## src/rtl/store_write_unit.sv

```systemverilog
// store_write_unit
//   Store path of the MEM stage. Each accepted store is turned into a lane-aligned
//   word write with byte enables. The result is queued in an in-order buffer that
//   drains to the data-memory write port under a req/ack handshake.
//   Optional feature macro: MISALIGN_CHECK_EN. When defined, misaligned word and
//   half-word stores are consumed but dropped, and st_misalign pulses once.
module store_write_unit #(
    parameter int DEPTH = 4,
    parameter int AW    = 32
) (
    input  logic                       clk,
    input  logic                       rst_n,
    input  logic                       st_valid,
    output logic                       st_ready,
    input  logic [1:0]                 st_digit,
    input  logic [AW-1:0]              st_addr,
    input  logic [31:0]                st_data,
    output logic                       mem_req,
    output logic [AW-3:0]              mem_addr,
    output logic [31:0]                mem_wdata,
    output logic [3:0]                 mem_be,
    input  logic                       mem_ack,
    output logic [$clog2(DEPTH):0]     sb_count,
    output logic                       sb_empty,
    output logic                       st_misalign
);

    localparam int PW = $clog2(DEPTH);
    localparam int CW = PW + 1;
    localparam logic [CW-1:0] FULL = CW'(DEPTH);

    typedef enum logic [1:0] {
        SZ_WORD = 2'b00,
        SZ_HALF = 2'b01,
        SZ_BYTE = 2'b10,
        SZ_NONE = 2'b11
    } size_e;

    typedef struct packed {
        logic [AW-3:0] addr;
        logic [31:0]   wdata;
        logic [3:0]    be;
    } entry_t;

    entry_t          buf_q [DEPTH];
    entry_t          new_entry;
    entry_t          head;
    logic [PW-1:0]   wr_ptr;
    logic [PW-1:0]   rd_ptr;
    logic [CW-1:0]   count;
    logic [AW-3:0]   last_addr;
    logic [31:0]     last_wdata;
    logic            misaligned;
    logic            push;
    logic            pop;

    // Lane alignment and byte-enable generation for the incoming request.
    always_comb begin
        // NOTE: every field gets a default first, so no path through the case infers a latch.
        new_entry.addr  = st_addr[AW-1:2];
        new_entry.wdata = st_data;
        new_entry.be    = 4'b1111;
        case (size_e'(st_digit))
            SZ_HALF: begin
                new_entry.wdata = {2{st_data[15:0]}};
                new_entry.be    = st_addr[1] ? 4'b1100 : 4'b0011;
            end
            SZ_BYTE: begin
                new_entry.wdata = {4{st_data[7:0]}};
                new_entry.be    = 4'b0001 << st_addr[1:0];
            end
            default: ;
        endcase
    end

`ifdef MISALIGN_CHECK_EN
    logic accept;
    assign accept     = st_valid && st_ready;
    assign misaligned = ((st_digit == SZ_WORD) && (st_addr[1:0] != 2'b00)) ||
                        ((st_digit == SZ_HALF) && st_addr[0]);

    // One-cycle flag raised after a misaligned request has been consumed.
    always_ff @(posedge clk or negedge rst_n) begin
        if (!rst_n) st_misalign <= 1'b0;
        else        st_misalign <= accept && misaligned;
    end
`else
    assign misaligned  = 1'b0;
    assign st_misalign = 1'b0;
`endif

    assign st_ready = (count != FULL);
    assign push     = st_valid && st_ready && (st_digit != SZ_NONE) && !misaligned;
    assign sb_empty = (count == '0);
    assign sb_count = count;
    assign mem_req  = !sb_empty;
    assign pop      = mem_req && mem_ack;

    // Entry storage: written at the tail on push.
    always_ff @(posedge clk) begin
        // NOTE: the data array is deliberately left out of reset; count and pointers decide validity.
        if (push) buf_q[wr_ptr] <= new_entry;
    end

    // Pointer, occupancy and last-drained address/data bookkeeping.
    always_ff @(posedge clk or negedge rst_n) begin
        if (!rst_n) begin
            wr_ptr     <= '0;
            rd_ptr     <= '0;
            count      <= '0;
            last_addr  <= '0;
            last_wdata <= '0;
        end else begin
            // NOTE: non-blocking assignments keep every register sampling pre-edge values.
            if (push) wr_ptr <= wr_ptr + 1'b1;
            if (pop) begin
                rd_ptr     <= rd_ptr + 1'b1;
                last_addr  <= head.addr;
                last_wdata <= head.wdata;
            end
            case ({push, pop})
                2'b10:   count <= count + 1'b1;
                2'b01:   count <= count - 1'b1;
                default: count <= count;
            endcase
        end
    end

    assign head      = buf_q[rd_ptr];
    assign mem_addr  = sb_empty ? last_addr  : head.addr;
    assign mem_wdata = sb_empty ? last_wdata : head.wdata;
    assign mem_be    = sb_empty ? 4'b0000    : head.be;

endmodule
```

## config.mk

```make
export PLATFORM = sky130hd
export DESIGN_NAME = store_write_unit
export DESIGN_NICKNAME = d
export VERILOG_FILES = /design/src/rtl/store_write_unit.sv
export SDC_FILE = /design/constraint.sdc
export NUM_CORES = 1
export LEC_CHECK = 0
export CAP_MARGIN = 30
export CORE_MARGIN = 10
export CORE_UTILIZATION = 61
export CTS_CLUSTER_SIZE = 40
export DETAILED_ROUTE_END_ITERATION = 12
export PLACE_DENSITY_LB_ADDON = 0.1
export SLEW_MARGIN = 20
export SYNTH_ARGS = -nofsm -noshare
export SYNTH_HDL_FRONTEND = slang
export SYNTH_SLANG_ARGS = --single-unit
export TNS_END_PERCENT = 20
```

## constraint.sdc

```tcl
create_clock -name clk -period 8 [get_ports clk]
set_input_delay 1.6 -clock clk [delete_from_list [all_inputs] [get_ports clk]]
set_output_delay 1.6 -clock clk [all_outputs]
set_load 0.1 [all_outputs]
```

==> flow_summary.toml <==
[final_layout]
area_growth_pct = 20.9
layout-drive-gt1-share_pct = 20.6
nets = 1026

[worst_setup_path]
r2r_setup_slack_ns = 5.51
start_kind = "flip-flop"
end_kind = "primary output"
slowest_delay_ns = 1.14
worstPathCellList = "or3_2 > buf_4 > inv_2 > buf_4 > nand2_1 > nand2_1 > clkdlybuf4s50_1"
r2r-start = "sb_count[0]"
arrival_ns = 4.27
ff2ff_path_depth = 9
cp-endpoint = "mem_addr[18]"
worstPathRequired_ns = 6.40
cp_num_buf_inv = 4
r2r-end = "sb_count[2]"
criticalPathCategory = "reg2out"
path_delay_family = "buffers and inverters"
worstPathMaxFanout = 68
slowest_stage = "clkdlybuf4s50_1"
setup.worst_path.start = "sb_count[1]"
cp.depth = 7

[sta]
fin_skew_ns = 0.0167
tightest_slew_ns = 1.03
hold_slack_ns = 0.508
period_share_pct = 73.4
max_freq_ghz = 0.170
layout_min_cycle_time_ns = 5.87
slew_violations = 0
rsz0062_at_grt = "no"
tns_ns = 0
setup_violations = 0
hold_viol = 0
relSlewSlack_pct = 31.4

[place]
place_hpwl_um = 17800
io_buffers = 141
gp_congestion = 0.783

[clock_network]
cts_tree = "yes"
clk_latency_ns = 0.50
clk_path_buf_depth = 3
clk_pin_slew_ns = 0.06
cts-htree-levels = 2
root_buffer = "clkbuf_16"
cts_made_buffers = 35
clock_sinks = 333
cts_setup_buffers = 0
hold_buffers = 0
cts_resized = 0

[floorplanning]
dieArea_mm2 = 0.0285
io_pins = 143
initial_core_util_pct = 62.0
die_w_um = 169
rows = 54
design.core.area_mm2 = 0.0218
die_y_um = 169

[logic_synthesis]
synth.avg_cell_area_um2 = 16.9
syn_nets = 882
yosysTopAreaCell = "edfxtp_1"
yosysSeqAreaShare_pct = 71.3
netlist_instances = 803
synth_area_leaders = "edfxtp_1, dfrtp_1, mux4_2"
synth_top_area_share_pct = 58.6
synth_flop_cell = "edfxtp_1"
synth_area_mm2 = 0.0135
synth_most_common_cell = "edfxtp_1"
synth_commonest_cells = "edfxtp_1, nand2_1, dfrtp_1"
synth_edf_count = 264
async_reset_ff_share_pct = 20.7
synth_seq_cells = 333
synth_cell_types = 33
synth_warnings = 0

[run]
max_cap_viol_count = 0

[grt]
grt_max_degree = 69
grt_pass1_wl_um = 45200
grt_pass1_vias = 8000
gr-total-overflow = 0
track_usage_pct = 20.3
antenna_found_initial = 1

[detailed_routing]
drc_errors = 0
drt_wl_total_um = 28600
drtPass1Iterations = 5
vias_per_cell = 5.86
drt_iter0_markers = 537
vias = 7338
wl_per_cell_um = 22.8
ant_nets = 0

[worst_hold_path]
hp-start = "last_addr[5]"
min_path_type = "reg2reg"

[outcome]
status = "finished clean"
[worst reg2reg max path, cell delays in order, from the launching register on]
cell	delay (ns)
dfrtp_1	0.43
o31a_2	0.18
buf_4	0.39
buf_12	0.32
ha_1	0.26
inv_1	0.06
fa_1	0.37
xor2_1	0.15
nor2_1	0.11
xor2_1	0.15
[final cells by class]
type | count | area (um^2)
Timing Repair Buffer | 154 | 1660
Antenna cell | 1 | 2.50
Sequential cell | 333 | 9660
Clock buffer | 51 | 998
Fill cell | 1259 | 5460
Tap cell | 280 | 350
Multi-Input combinational cell | 412 | 3590
Clock inverter | 11 | 50.0
Inverter | 11 | 41.3
[per-stage QoR]
step / instance area, um^2 / std cells / worst slack (ns) / util [%]
after detailed placement: 15300 / 1188 / 2.65 / 69.9
final: 16400 / 1253 / 2.13 / 75.0
after floorplan: 13500 / 803 / 3.22 / -
after CTS: 16300 / 1250 / 2.09 / 74.7
after global placement: 15100 / 1181 / 2.76 / 69.1
after global routing: 16400 / 1253 / 1.94 / 75.0
[metal layers]
metal  vias to the layer above  global-route usage [%]  wire length, um
met2                       293                    33.8            14400
met4                         0                    5.26              480
li1                       3274                       -                -
met1                      3734                    26.3            11600
met5                         -                       0                0
met3                        37                    4.89             2140
[worst min path at each step]
| stage | end | slack [ns] | depth (start not counted) |
|---|---|---|---|
| after floorplan | last_wdata[11] | 0.48 | 1 |
| after global placement | last_addr[19] | 0.49 | 1 |
| after detailed placement | last_addr[5] | 0.49 | 1 |
| after CTS | last_addr[5] | 0.51 | 1 |
| after global routing | last_addr[5] | 0.51 | 1 |
| final | last_addr[5] | 0.51 | 1 |
[cells in the final DEF, fill, tap and decap left out, types with 12 or more instances in the layout]
cell               n
o21ai_0           17
edfxtp_1         264
clkbuf_1          12
dfrtp_1           67
clkbuf_16         37
mux4_2            66
clkdlybuf4s50_1  140
nand2_1          212
mux2_4            14
mux2_2            49
[state kept, by name, indices dropped and copies added, names as in the netlist]
register and flops:
buf_q 264, last_addr 30, last_wdata 32, rd_ptr 2
sb_count 3, wr_ptr 2
[cells by family after synthesis]
family                   count (synthesis)  share of synthesized area, %
flip-flops                             333                          71.3
AND/OR/NAND/NOR                        227                          6.59
multiplexers                           129                          16.6
buffers and inverters                   58                          2.19
AO/OA/AOI/OAI                           40                          1.95
adder cells (fa/ha/maj)                  9                         0.888
XOR/XNOR                                 6                         0.388
other                                    1                        0.0277
Power is not shown: default switching activity piles up to over one toggle a cycle in this logic, so the estimate is an artifact.
